File: src/rtl/pc_fetch_ctrl_pkg.sv
// pc_fetch_ctrl_pkg: shared state type and constants for the fetch sequencer.
// Imported by pc_fetch_ctrl and its testbench.
package pc_fetch_ctrl_pkg;
    localparam int XLEN_DEF = 32;
    localparam logic [XLEN_DEF-1:0] RESET_PC = 32'h0000_0000;
    localparam logic [1:0] INSTR_ALIGN = 2'b00;
    localparam int PC_INC = 4;

    typedef enum logic [2:0] {
        IDLE,
        FETCH,
        DRAIN,
        HOLD,
        FAULT
    } state_t;
endpackage

File: src/rtl/pc_fetch_ctrl.sv
// pc_fetch_ctrl: fetch sequencer driving ProgramCounter, imem req/ack and decode valid/ready.
// Build option PC_FETCH_CTRL_MISALIGN_CHECK_EN: misaligned redirect enters a sticky FAULT.
module pc_fetch_ctrl
    import pc_fetch_ctrl_pkg::*;
#(
    parameter int XLEN = XLEN_DEF
) (
    input  logic            clk,
    input  logic            clr_n,
    input  logic [XLEN-1:0] pc,
    output logic            pc_next,
    output logic            load_en,
    output logic [XLEN-1:0] load,
    output logic            imem_req,
    output logic [XLEN-1:0] imem_addr,
    input  logic            imem_ack,
    input  logic [XLEN-1:0] imem_rdata,
    output logic            instr_valid,
    input  logic            instr_ready,
    output logic [XLEN-1:0] instr,
    output logic [XLEN-1:0] instr_pc,
    input  logic            redirect_valid,
    input  logic [XLEN-1:0] redirect_target,
    output logic            fault
);

    state_t          state, state_nx;
    logic [XLEN-1:0] tgt;
    logic [XLEN-1:0] addr_nx;
    logic            bad;
    logic            redir;
    logic            ld_addr;
    logic            take;

`ifdef PC_FETCH_CTRL_MISALIGN_CHECK_EN
    assign bad   = redirect_valid && (redirect_target[1:0] != INSTR_ALIGN);
    assign tgt   = redirect_target;
    assign fault = (state == FAULT);
`else
    localparam logic [XLEN-1:0] ADDR_MASK = {{(XLEN-2){1'b1}}, 2'b00};
    assign bad   = 1'b0;
    assign tgt   = redirect_target & ADDR_MASK;
    assign fault = 1'b0;
`endif

    assign redir = redirect_valid && !bad && (state != FAULT);

    always_comb begin
        state_nx    = state;
        ld_addr     = 1'b0;
        addr_nx     = redir ? tgt : pc;
        take        = 1'b0;
        pc_next     = 1'b0;
        load_en     = redir;
        load        = redir ? tgt : '0;
        imem_req    = 1'b0;
        instr_valid = 1'b0;
        unique case (state)
            IDLE: begin
                state_nx = FETCH;
                ld_addr  = 1'b1;
            end
            FETCH: begin
                imem_req = 1'b1;
                if (redir) begin
                    // ack in the redirect cycle is squashed in place
                    if (imem_ack) ld_addr = 1'b1;
                    else          state_nx = DRAIN;
                end else if (imem_ack) begin
                    take     = 1'b1;
                    pc_next  = 1'b1;
                    state_nx = HOLD;
                end
            end
            DRAIN: begin
                imem_req = 1'b1;
                if (imem_ack) begin
                    state_nx = FETCH;
                    ld_addr  = 1'b1;
                end
            end
            HOLD: begin
                instr_valid = 1'b1;
                if (redir || instr_ready) begin
                    state_nx = FETCH;
                    ld_addr  = 1'b1;
                end
            end
            default: ;
        endcase
`ifdef PC_FETCH_CTRL_MISALIGN_CHECK_EN
        if (bad && state != FAULT) begin
            state_nx = FAULT;
            ld_addr  = 1'b0;
            take     = 1'b0;
            pc_next  = 1'b0;
        end
`endif
    end

    always_ff @(posedge clk or negedge clr_n) begin
        if (!clr_n) begin
            state     <= IDLE;
            imem_addr <= '0;
            instr     <= '0;
            instr_pc  <= '0;
        end else begin
            state <= state_nx;
            if (ld_addr) imem_addr <= addr_nx;
            if (take) begin
                instr    <= imem_rdata;
                instr_pc <= imem_addr;
            end
        end
    end

endmodule

File: config.mk
export PLATFORM = sky130hd
export DESIGN_NAME = pc_fetch_ctrl
export DESIGN_NICKNAME = d
export VERILOG_FILES = /design/src/rtl/pc_fetch_ctrl_pkg.sv /design/src/rtl/pc_fetch_ctrl.sv
export SDC_FILE = /design/constraint.sdc
export NUM_CORES = 1
export LEC_CHECK = 0
export ABC_AREA = 0
export CAP_MARGIN = 20
export CORE_AREA = 8 8 134 105
export CTS_CLUSTER_DIAMETER = 200
export DETAILED_ROUTE_END_ITERATION = 12
export DIE_AREA = 0 0 142 113
export HOLD_SLACK_MARGIN = 0.02
export PLACE_DENSITY_LB_ADDON = 0.2
export REMOVE_ABC_BUFFERS = 1
export SLEW_MARGIN = 20
export SYNTH_ARGS = -nofsm -noshare
export SYNTH_HDL_FRONTEND = slang
export SYNTH_SLANG_ARGS = --single-unit
File: constraint.sdc
create_clock -name clk -period 2 [get_ports clk]
set_clock_uncertainty 0.15 [all_clocks]
set_input_delay 0.2 -clock clk [delete_from_list [all_inputs] [get_ports clk]]
set_output_delay 0.2 -clock clk [all_outputs]
set_load 0.05 [all_outputs]
==> flow_summary.yaml <==
run_status:
  status: "completed"
critical_path:
  slowest_stage: "dfrtp_1"
  reg2reg_to: "instr[20]$_DFFE_PN0P_"
  r2r_start: "state[1]$_DFFE_PN0P_"
  crit_path_cell_trace: "inv_2 -> ha_4 -> nand3_4 -> buf_4 -> bufbuf_16 -> mux2_2"
  crit_buf_inv: 3
  end_kind: "register"
  critical_path_arrival_ns: 1.98
  critPathLaunchType: "register"
  cpLargestDelayFamily: "buffers and inverters"
  path_class: "register to register"
  rrSetupSlack_ns: 0.09
  crit_fanout: 14
  required_ns: 2.06
  r2r_cells: 6
  cpPeakStageDelay_ns: 0.40
die:
  die_x_um: 142
  fp.coreArea_sq_mm: 0.0120
  start_util_pct: 34.2
  boundaryPins: 234
  die_area_sq_mm: 0.0160
  num_rows: 35
  die_h_um: 113
placed_design:
  globalplace.congestion: 0.800
  portBuffers: 228
  place_hpwl_um: 10200
  post-place-ws_ns: 0.00631
grt:
  grtUsageTotal_pct: 16.9
  grt_pass1_vias: 3801
  antenna_found_initial: 0
  grt_pass1_wl_um: 21100
  grt_overflow_total: 0
  grt_max_degree: 80
route:
  drt_iter0_drc: 99
  avgViaCountPerCell: 4.55
  drc_errors: 0
  wl_per_cell_um: 18.1
  wirelength_um: 13300
  vias: 3352
  dr.pass1.iters: 4
  ant_nets: 0
yosys:
  async_reset_ff_share_pct: 100
  synth_seq_area_share_pct: 59.9
  synth_edf_count: 0
  netlist_area_sq_mm: 0.00409
  synth_area_leaders: "dfrtp_1 60%, mux2_2 18%, and2_1 4.6%, o21ai_0 3.9%, a21oi_1 3.7%"
  post-synth-top-area-cell: "dfrtp_1"
  ys_types: 22
  synth_top_flop_cell: "dfrtp_1"
  avgSynthCellArea_sq_um: 12.3
  ys_seq_elements: 98
  yosysWarnings: 0
  synth_cells: 333
  yosys.area.top_type_share_pct: 59.9
clock_network:
  htree_levels: 3
  clk_pin_slew_ns: 0.07
  cts_buffers: 9
  cts_tree: "yes"
  clock_sinks: 98
  ctsRootBufferMaster: "clkbuf_16"
  clk_path_buf_depth: 2
  clk_latency_ns: 0.33
finish:
  final_nets: 670
  drive_above_1_share_pct: 24.2
  diodes: 0
  layout_commonest_cell: "clkdlybuf4s50_1"
  mostFrequentLayoutCells: "190 x clkdlybuf4s50_1, 97 x dfrtp_1, 65 x mux2_2"
  syn_to_final_growth_pct: 78.0
  utilization_pct: 61.0
sta:
  fin_setup_tns_ns: 0
  period_needed_ns: 1.91
  setup_ws_ns: 0.0877
  maxSlewHeadroom_pct: 62.4
  fin_hold_ws_ns: 0.140
  tightest_slew_ns: 0.562
  fin_crit_sh_pct: 95.6
  setup_viol: 0
  slew_viol_final: 0
  hold_violations: 0
  rsz0062_at_grt: "no"
  max_freq_ghz: 0.523
flow_run:
  cap_viol_max_count: 0
power:
  p_switching_uw: 6450
  total_power_uw: 13300
  pwr-share-clk_pct: 12.6
  intPower_uw: 6840
  p_seq_share_pct: 26.4
  p_leak_uw: 0.00313
  power.share.combinational_pct: 61.0
  sw_frac_of_total_pct: 48.6
  peakVddDrop_mv: 1.03
  power_density_mw_per_mm2: 1820
hold_path:
  hold_class: "primary input to asynchronous set/reset pin"
-- per-layer routing --
layer | routed length, um | track usage (%)
met4 | 118 | 4.35
met3 | 1580 | 9.21
met1 | 5250 | 18.3
met5 | 0 | 0
met2 | 6340 | 28.1
-- kinds of logic (layout without fill, tap and decap cells) --
group                    count (synthesis)  in the layout  synth area share (%)
AO/OA/AOI/OAI                           67             67                  8.80
adder cells (fa/ha/maj)                  4              4                  1.22
buffers and inverters                   30            265                  3.82
flip-flops                              98             98                  59.9
multiplexers                            66             66                  18.1
other                                    1              3                0.0916
AND/OR/NAND/NOR                         67             67                  8.04
-- state kept, by name, summed over array words and instances, names as in the netlist --
register	flops
instr	32
state	2
instr_pc	32
imem_addr	32
-- layout make-up --
cell class                      instances  area [sq um]
Inverter                                7          26.3
Tap cell                              166           208
Timing Repair Buffer                  242          2780
Clock inverter                          4          33.8
Fill cell                             954          4670
Multi-Input combinational cell        207          1520
Sequential cell                        98          2450
Clock buffer                           12           267
-- power by group through the flow --
| stage | sequential [uW] | clock (uW) | combinational (uW) |
|---|---|---|---|
| floorplan | 6730 | 0 | 1740 |
| detailed placement | 3540 | 0 | 8090 |
| global route | 3650 | 1830 | 8500 |
| CTS | 3520 | 1740 | 8170 |
| global placement | 3470 | 0 | 8000 |
| finish | 3510 | 1670 | 8100 |
-- worst max path at each step --
stage,startpoint,endpoint,cells after the start
2_1_floorplan,state[1]$_DFFE_PN0P_,pc_next,4
3_3_place_gp,imem_ack,state[0]$_DFFE_PN0P_,4
3_5_place_dp,state[1]$_DFFE_PN0P_,imem_addr[24]$_DFFE_PN0P_,6
4_1_cts,state[0]$_DFFE_PN0P_,imem_addr[24]$_DFFE_PN0P_,6
5_1_grt,state[1]$_DFFE_PN0P_,pc_next,6
6_report,state[1]$_DFFE_PN0P_,instr[20]$_DFFE_PN0P_,6
-- cells in the mapped netlist (2+ instances only) --
cell type	number
buf_2	6
dfrtp_1	98
ha_1	4
and2_1	30
clkbuf_1	6
mux2_2	65
inv_1	6
a21oi_1	30
buf_4	9
nand2_1	35
o21ai_0	32
clkbuf_2	2
-- repair_timing --
action                                  CTS  global route
endpoints found under the hold margin    98             0
resized for setup                         2             2
gates cloned                              1             0
buffers inserted                          1             1
pin swaps                                 1             1
hold buffers                              1             0
endpoints found under the setup margin    3            38
-- per-stage QoR --
step / area (sq um) / std cells
6_report: 7290 / 736
2_1_floorplan: 3970 / 312
3_5_place_dp: 6920 / 716
4_1_cts: 7280 / 735
5_1_grt: 7290 / 736
3_3_place_gp: 6920 / 716
Power figures use the tool's default switching activity.
